`src/rtl/toggle_decoder.sv`:
```
// Toggle-level event decoder: synchronizes a toggled level, turns each level
// change into a one-cycle pulse, and queues events for a valid/ready consumer.
module toggle_decoder #(
  parameter int SYNC_STAGES = 2,
  parameter int CNT_W       = 4
) (
  input  logic             clk,
  input  logic             rst_n,
  input  logic             q_i,
  input  logic             ready_i,
  output logic             pulse_o,
  output logic             valid_o,
  output logic [CNT_W-1:0] pending_o,
  output logic [CNT_W-1:0] total_o,
  output logic             overflow_o
);

  typedef enum logic [1:0] {
    ST_PRIME = 2'd0,
    ST_IDLE  = 2'd1,
    ST_PEND  = 2'd2
  } state_t;

  localparam logic [CNT_W-1:0] PEND_MAX   = '1;
  localparam logic [CNT_W-1:0] PEND_ONE   = CNT_W'(1);
  localparam logic [2:0]       PRIME_LAST = 3'(SYNC_STAGES);

  state_t                 r_state;
  state_t                 w_state_nxt;
  logic [SYNC_STAGES-1:0] r_sync;
  logic                   r_ref_q;
  logic [2:0]             r_prime_cnt;
  logic                   r_pulse;
  logic [CNT_W-1:0]       r_pending;
  logic [CNT_W-1:0]       r_total;
  logic                   r_overflow;

  logic w_sync_q;
  logic w_trans;
  logic w_hs;
  logic w_prime_done;
  logic w_pend_full;
  logic w_pend_one;

  // Handshake: an event is transferred on a rising edge where valid_o and
  // ready_i are both high; ready_i has no effect while valid_o is low.
  assign w_sync_q     = r_sync[SYNC_STAGES-1];
  assign w_trans      = (r_state != ST_PRIME) && (w_sync_q != r_ref_q);
  assign w_hs         = valid_o && ready_i;
  assign w_prime_done = (r_prime_cnt == PRIME_LAST);
  assign w_pend_full  = (r_pending == PEND_MAX);
  assign w_pend_one   = (r_pending == PEND_ONE);

  always_ff @(posedge clk or negedge rst_n) begin
    if (!rst_n) begin
      r_sync <= '0;
    end else begin
      r_sync <= {r_sync[SYNC_STAGES-2:0], q_i};
    end
  end

  // ref_q tracks sync_q every cycle, both while priming and after a detection,
  // so back-to-back toggles each produce their own pulse.
  always_ff @(posedge clk or negedge rst_n) begin
    if (!rst_n) begin
      r_ref_q     <= 1'b0;
      r_prime_cnt <= '0;
    end else begin
      r_ref_q <= w_sync_q;
      if (r_state == ST_PRIME) begin
        r_prime_cnt <= r_prime_cnt + 3'd1;
      end else begin
        r_prime_cnt <= '0;
      end
    end
  end

  always_ff @(posedge clk or negedge rst_n) begin
    if (!rst_n) begin
      r_state <= ST_PRIME;
    end else begin
      r_state <= w_state_nxt;
    end
  end

  always_comb begin
    w_state_nxt = r_state;
    case (r_state)
      ST_PRIME: if (w_prime_done) w_state_nxt = ST_IDLE;
      ST_IDLE:  if (w_trans) w_state_nxt = ST_PEND;
      ST_PEND:  if (w_hs && !w_trans && w_pend_one) w_state_nxt = ST_IDLE;
      default:  w_state_nxt = ST_PRIME;
    endcase
  end

  always_comb begin
    valid_o = 1'b0;
    case (r_state)
      ST_PEND: valid_o = 1'b1;
      default: valid_o = 1'b0;
    endcase
  end

  // A transition arriving at saturation with no handshake is dropped from the
  // queue but still counted in total_o and flagged in overflow_o.
  always_ff @(posedge clk or negedge rst_n) begin
    if (!rst_n) begin
      r_pulse    <= 1'b0;
      r_pending  <= '0;
      r_total    <= '0;
      r_overflow <= 1'b0;
    end else begin
      r_pulse <= w_trans;
      if (w_trans) begin
        r_total <= r_total + PEND_ONE;
      end
      if (w_trans && !w_hs) begin
        if (w_pend_full) begin
          r_overflow <= 1'b1;
        end else begin
          r_pending <= r_pending + PEND_ONE;
        end
      end else if (!w_trans && w_hs) begin
        r_pending <= r_pending - PEND_ONE;
      end
    end
  end

  assign pulse_o    = r_pulse;
  assign pending_o  = r_pending;
  assign total_o    = r_total;
  assign overflow_o = r_overflow;

endmodule

```
`config.mk`:
```
export PLATFORM = sky130hd
export DESIGN_NAME = toggle_decoder
export DESIGN_NICKNAME = d
export VERILOG_FILES = /design/src/rtl/toggle_decoder.sv
export SDC_FILE = /design/constraint.sdc
export NUM_CORES = 1
export LEC_CHECK = 0
export BUFFER_PORTS_ARGS = -buffer_cell sky130_fd_sc_hd__buf_4
export CAP_MARGIN = 20
export CORE_UTILIZATION = 40
export CTS_CLUSTER_DIAMETER = 60
export CTS_CLUSTER_SIZE = 20
export DETAILED_ROUTE_END_ITERATION = 10
export HOLD_SLACK_MARGIN = 0.05
export PLACE_DENSITY = 0.56
export SKIP_LAST_GASP = 1
export SYNTH_ARGS = -nofsm -noshare
export SYNTH_HDL_FRONTEND = slang
export SYNTH_SLANG_ARGS = --single-unit
```
`constraint.sdc`:
```
create_clock -name clk -period 5.15 [get_ports clk]
set_clock_uncertainty 0.15 [all_clocks]
set_input_delay 1.545 -clock clk [delete_from_list [all_inputs] [get_ports clk]]
set_output_delay 1.545 -clock clk [all_outputs]
set_load 0.01 [all_outputs]
```
# == Word-level counts from Yosys, hierarchy flattened ==
# Cells that the tools add are included.
# word_totals
reg_bits,18
latch_bits,0
mem_bits_rw,0
romBits,0
wordCells,44
memories,0
# op_classes
add_sub_neg,4
n_mul,0
div,0
magnitude_cmp,0
n_eq_ne,10
n_shift,0
mux,9
bitwise_logic,0
n_reduce_logical,13
# op_table
operator,count
$mux W4,3
$add A4 B1 Y4 const B,2
$ne A2 B2 Y1 const B,4
$mux W2,3
$pmux W2 S3,1
$logic_and A1 B1 Y1,5
$eq A4 B1 Y1 const B,1
$eq A4 B4 Y1 const B,1
$reduce_and A2 Y1,2
$reduce_bool A2 Y1,2
$sub A4 B1 Y4 const B,1
$add A3 B1 Y3 const B,1
$eq A3 B2 Y1 const B,1
$mux W3,1
$reduce_and A3 Y1,1
$eq A2 B1 Y1 const B,1
$eq A2 B2 Y1 const B,1
$logic_not A1 Y1,2
$logic_not A2 Y1,1
$mux W1,1
$ne A1 B1 Y1,1

# == Logic depth before layout (Yosys ltp) ==
# depth
ltp_word,7
depth_mapped,5
depth_no_buf,5

# == Worst setup path after synthesis ==
# Ideal clock, no wire load.
# synth_path
kind,input to register
from,input ready_i
to,register r_state[1]
setup_ns,0.125
arrival_time_ns,2.179
t_required_ns,4.875
slack_ns,2.697
cell_stages,3
path_buffers,0
path_cell_list,nand3_4 > o41a_1 > mux2_2
# synth_via
elab_chain_cells,5
# synth_lines
element,line,rtl
from (decl),10,"input logic ready_i,"
$logic_and A1 B1 Y1,49,assign w_hs = valid_o && ready_i;
$logic_and A1 B1 Y1 (2 in series),91,ST_PEND: if (w_hs && !w_trans && w_pend_one) w_state_nxt = ST_IDLE;
$ne A2 B2 Y1 (no source line),--,
$reduce_and A3 Y1 (no source line),--,
to (signal assigned),82,r_state <= w_state_nxt;
to (decl),28,state_t r_state;
# Every way passes these cells.
# A chain may end at the register's enable or synchronous reset.

# == Worst setup path after layout ==
# layout_path
from,register r_state[0]
to,output valid_o
# layout_via
elab_chain_cells,2
# layout_lines
element,line,rtl
$eq A2 B2 Y1,98,case (r_state)
$mux W1,98,
to (decl),12,"output logic valid_o,"
# Every way passes these cells.

==> impl_metrics.json <==
{
  "final_max_slew_viol_count": 0,
  "max_stage_delay_ps": 530,
  "final_cell_mix": "dfrtp_1, buf_4, ha_1",
  "synth_fp_nets": 81,
  "crit_slowest_cell": "dfrtp_1",
  "vdd_ir_drop_max_uv": 257,
  "fp.dieH_um": 48.6,
  "worstPathMaxFanout": 10,
  "path_clk_slew_ps": 100,
  "crit_path_end_kind": "output port",
  "ys_warn_count": 0,
  "cts_resized": 0,
  "crit_chain": "and2b_2 > buf_4",
  "coreArea_um2": 2000,
  "initial_core_util_pct": 43.4,
  "final_antenna_net_count": 0,
  "ys_seq_elements": 18,
  "cts_buffers": 3,
  "cts_tree": "done",
  "clk_path_buf_depth": 2,
  "tightest_slew_ps": 409,
  "wire_per_inst_um": 12.7,
  "final_common_cell": "dfrtp_1",
  "hold_viol": 0,
  "cellLeakagePower_nw": 0.485,
  "synth_cell_types": 28,
  "status": "finished clean",
  "arrival_ps": 1260,
  "num_io_pins": 15,
  "slew_headroom_pct": 72.7,
  "cts_root_buffer": "clkbuf_4",
  "grt_max_degree": 19,
  "cp_top_family": "flip-flops",
  "gp_congestion": 0.753,
  "yosysTopAreaCellShare_pct": 51.9,
  "grt_pass1_wl_mm": 2.59,
  "critical_path_class": "flop to output port",
  "clk-insertion-delay-late_ps": 290,
  "drive_above_1_share_pct": 26.1,
  "drt_wl_total_mm": 1.46,
  "rows": 16,
  "port-buffer-count": 14,
  "syn_inst": 71,
  "antenna_cells": 0,
  "groute.usage.overall_pct": 14.8,
  "finalSetupViolCount": 0,
  "via_per_inst": 5.03,
  "cts.sinks": 18,
  "maxCapViolations": 0,
  "rsz0062_at_grt": "no",
  "pre_cts_slack_ps": 2510,
  "grt_pass1_vias": 565,
  "setup_tns_ps": 0,
  "syn_to_final_growth_pct": 18.9,
  "route.detailed.drc": 0,
  "fmax_mhz": 338,
  "worst_slack_ps": 2190,
  "start_kind": "flop",
  "drt_iter0_drc": 4,
  "layout.nets": 99,
  "die-area_um2": 2360,
  "antenna_found_initial": 0,
  "globalRoute.totalOverflow": 0,
  "cts_hold_buffers": 0,
  "h-tree-depth": 1,
  "p_per_area_nw_per_um2": 597,
  "die_width_um": 48.6,
  "vias": 579,
  "hold_class": "flop to flop",
  "synth_area_leaders": "dfrtp_1, ha_1, xnor2_1",
  "min_period_ps": 2960,
  "syn_area_per_cell_um2": 12.2,
  "worst-path-buf-inv": 1,
  "post_cts_buffers": 0,
  "drt_pre_antenna_iters": 2,
  "ys_seq_area_share_pct": 51.9,
  "required_ps": 3460,
  "mappedNetlistArea_um2": 868,
  "yosys.area.top_type": "dfrtp_1",
  "place_hpwl_mm": 1.08,
  "finalCritPeriodShare_pct": 57.5
}
[worst reg2reg max path: stages (launching register included)]
cell and delay, ps:
dfrtp_1 500, and2b_2 310, nand3_4 100, o41a_1 350, mux2_2 270
[final cells by class]
class | instances | area [um2]
Fill cell | 195 | 970
Sequential cell | 18 | 450
Multi-Input combinational cell | 47 | 388
Timing Repair Buffer | 14 | 105
Clock buffer | 4 | 36.3
Tap cell | 27 | 33.8
Inverter | 5 | 18.8
[per-stage QoR]
stage	util (%)	instances	total power, W	instance area [um2]	hold WS, ps
detailed placement	49.8	111	0.000536	996	196
finish	51.6	115	0.000616	1030	222
floorplan	-	71	0.000434	868	181
global placement	49.8	111	0.000530	996	188
global route	51.6	115	0.000674	1030	246
CTS	51.6	115	0.000626	1030	221
[kinds of logic after synthesis]
logic type / Yosys count / synth area share [%]
and+or+nand+nor: 19 / 12.8
AOI/OAI and AO/OA: 10 / 9.51
xor gates and xnor gates: 9 / 9.94
DFF: 18 / 51.9
buffers and inverters: 6 / 3.46
adders and majority gates: 6 / 8.65
muxes: 3 / 3.75
[sequential cells by signal, summed over array words and instances, names as in the netlist]
register     cells
pending_o        4
total_o          4
r_prime_cnt      3
r_state          2
r_sync           2
overflow_o       1
pulse_o          1
r_ref_q          1
[Yosys cell counts, drive strengths merged]
cell type,number
dfrtp,18
ha,6
inv,5
xnor2,5
xor2,4
nand2,3
nand3,3
nor2,3
nor3,3
a211oi,2
mux2,2
nand4,2
nor2b,2
a21oi,1
a221oi,1
a41o,1
and2b,1
buf,1
mux2i,1
nand2b,1
o2111a,1
o211ai,1
o21a,1
o22ai,1
o41a,1
or3,1
[report_power, final]
part / total [W] / internal [W] / switching [W]
Combinational: 0.000258 / 0.000141 / 0.000117
Clock: 0.0000873 / 0.0000431 / 0.0000443
Sequential: 0.000271 / 0.000198 / 0.0000729
[layer usage]
metal	track usage, %	up-vias	share of wire (%)
li1	-	287	-
met1	19.6	276	49
met2	22.5	12	45
met5	0	-	0
met3	2.83	4	3.5
met4	8.82	0	2.6
[final timing paths]
path,from,end,slack [ps],cells after the start
setup / recovery,r_state[0]$_DFFE_PN0P_,valid_o,2190,2
hold reg to reg,r_sync[0]$_DFF_PN0_,r_sync[1]$_DFF_PN0_,220,0
min in group asynchronous,rst_n,pending_o[0]$_DFFE_PN0P_,950,1
setup reg to reg,r_state[0]$_DFFE_PN0P_,r_state[1]$_DFFE_PN0P_,3370,4
hold / removal,r_sync[0]$_DFF_PN0_,r_sync[1]$_DFF_PN0_,220,0
max in group asynchronous,rst_n,pulse_o$_DFF_PN0_,3710,1
No activity file was read; power rests on OpenSTA's default activity.
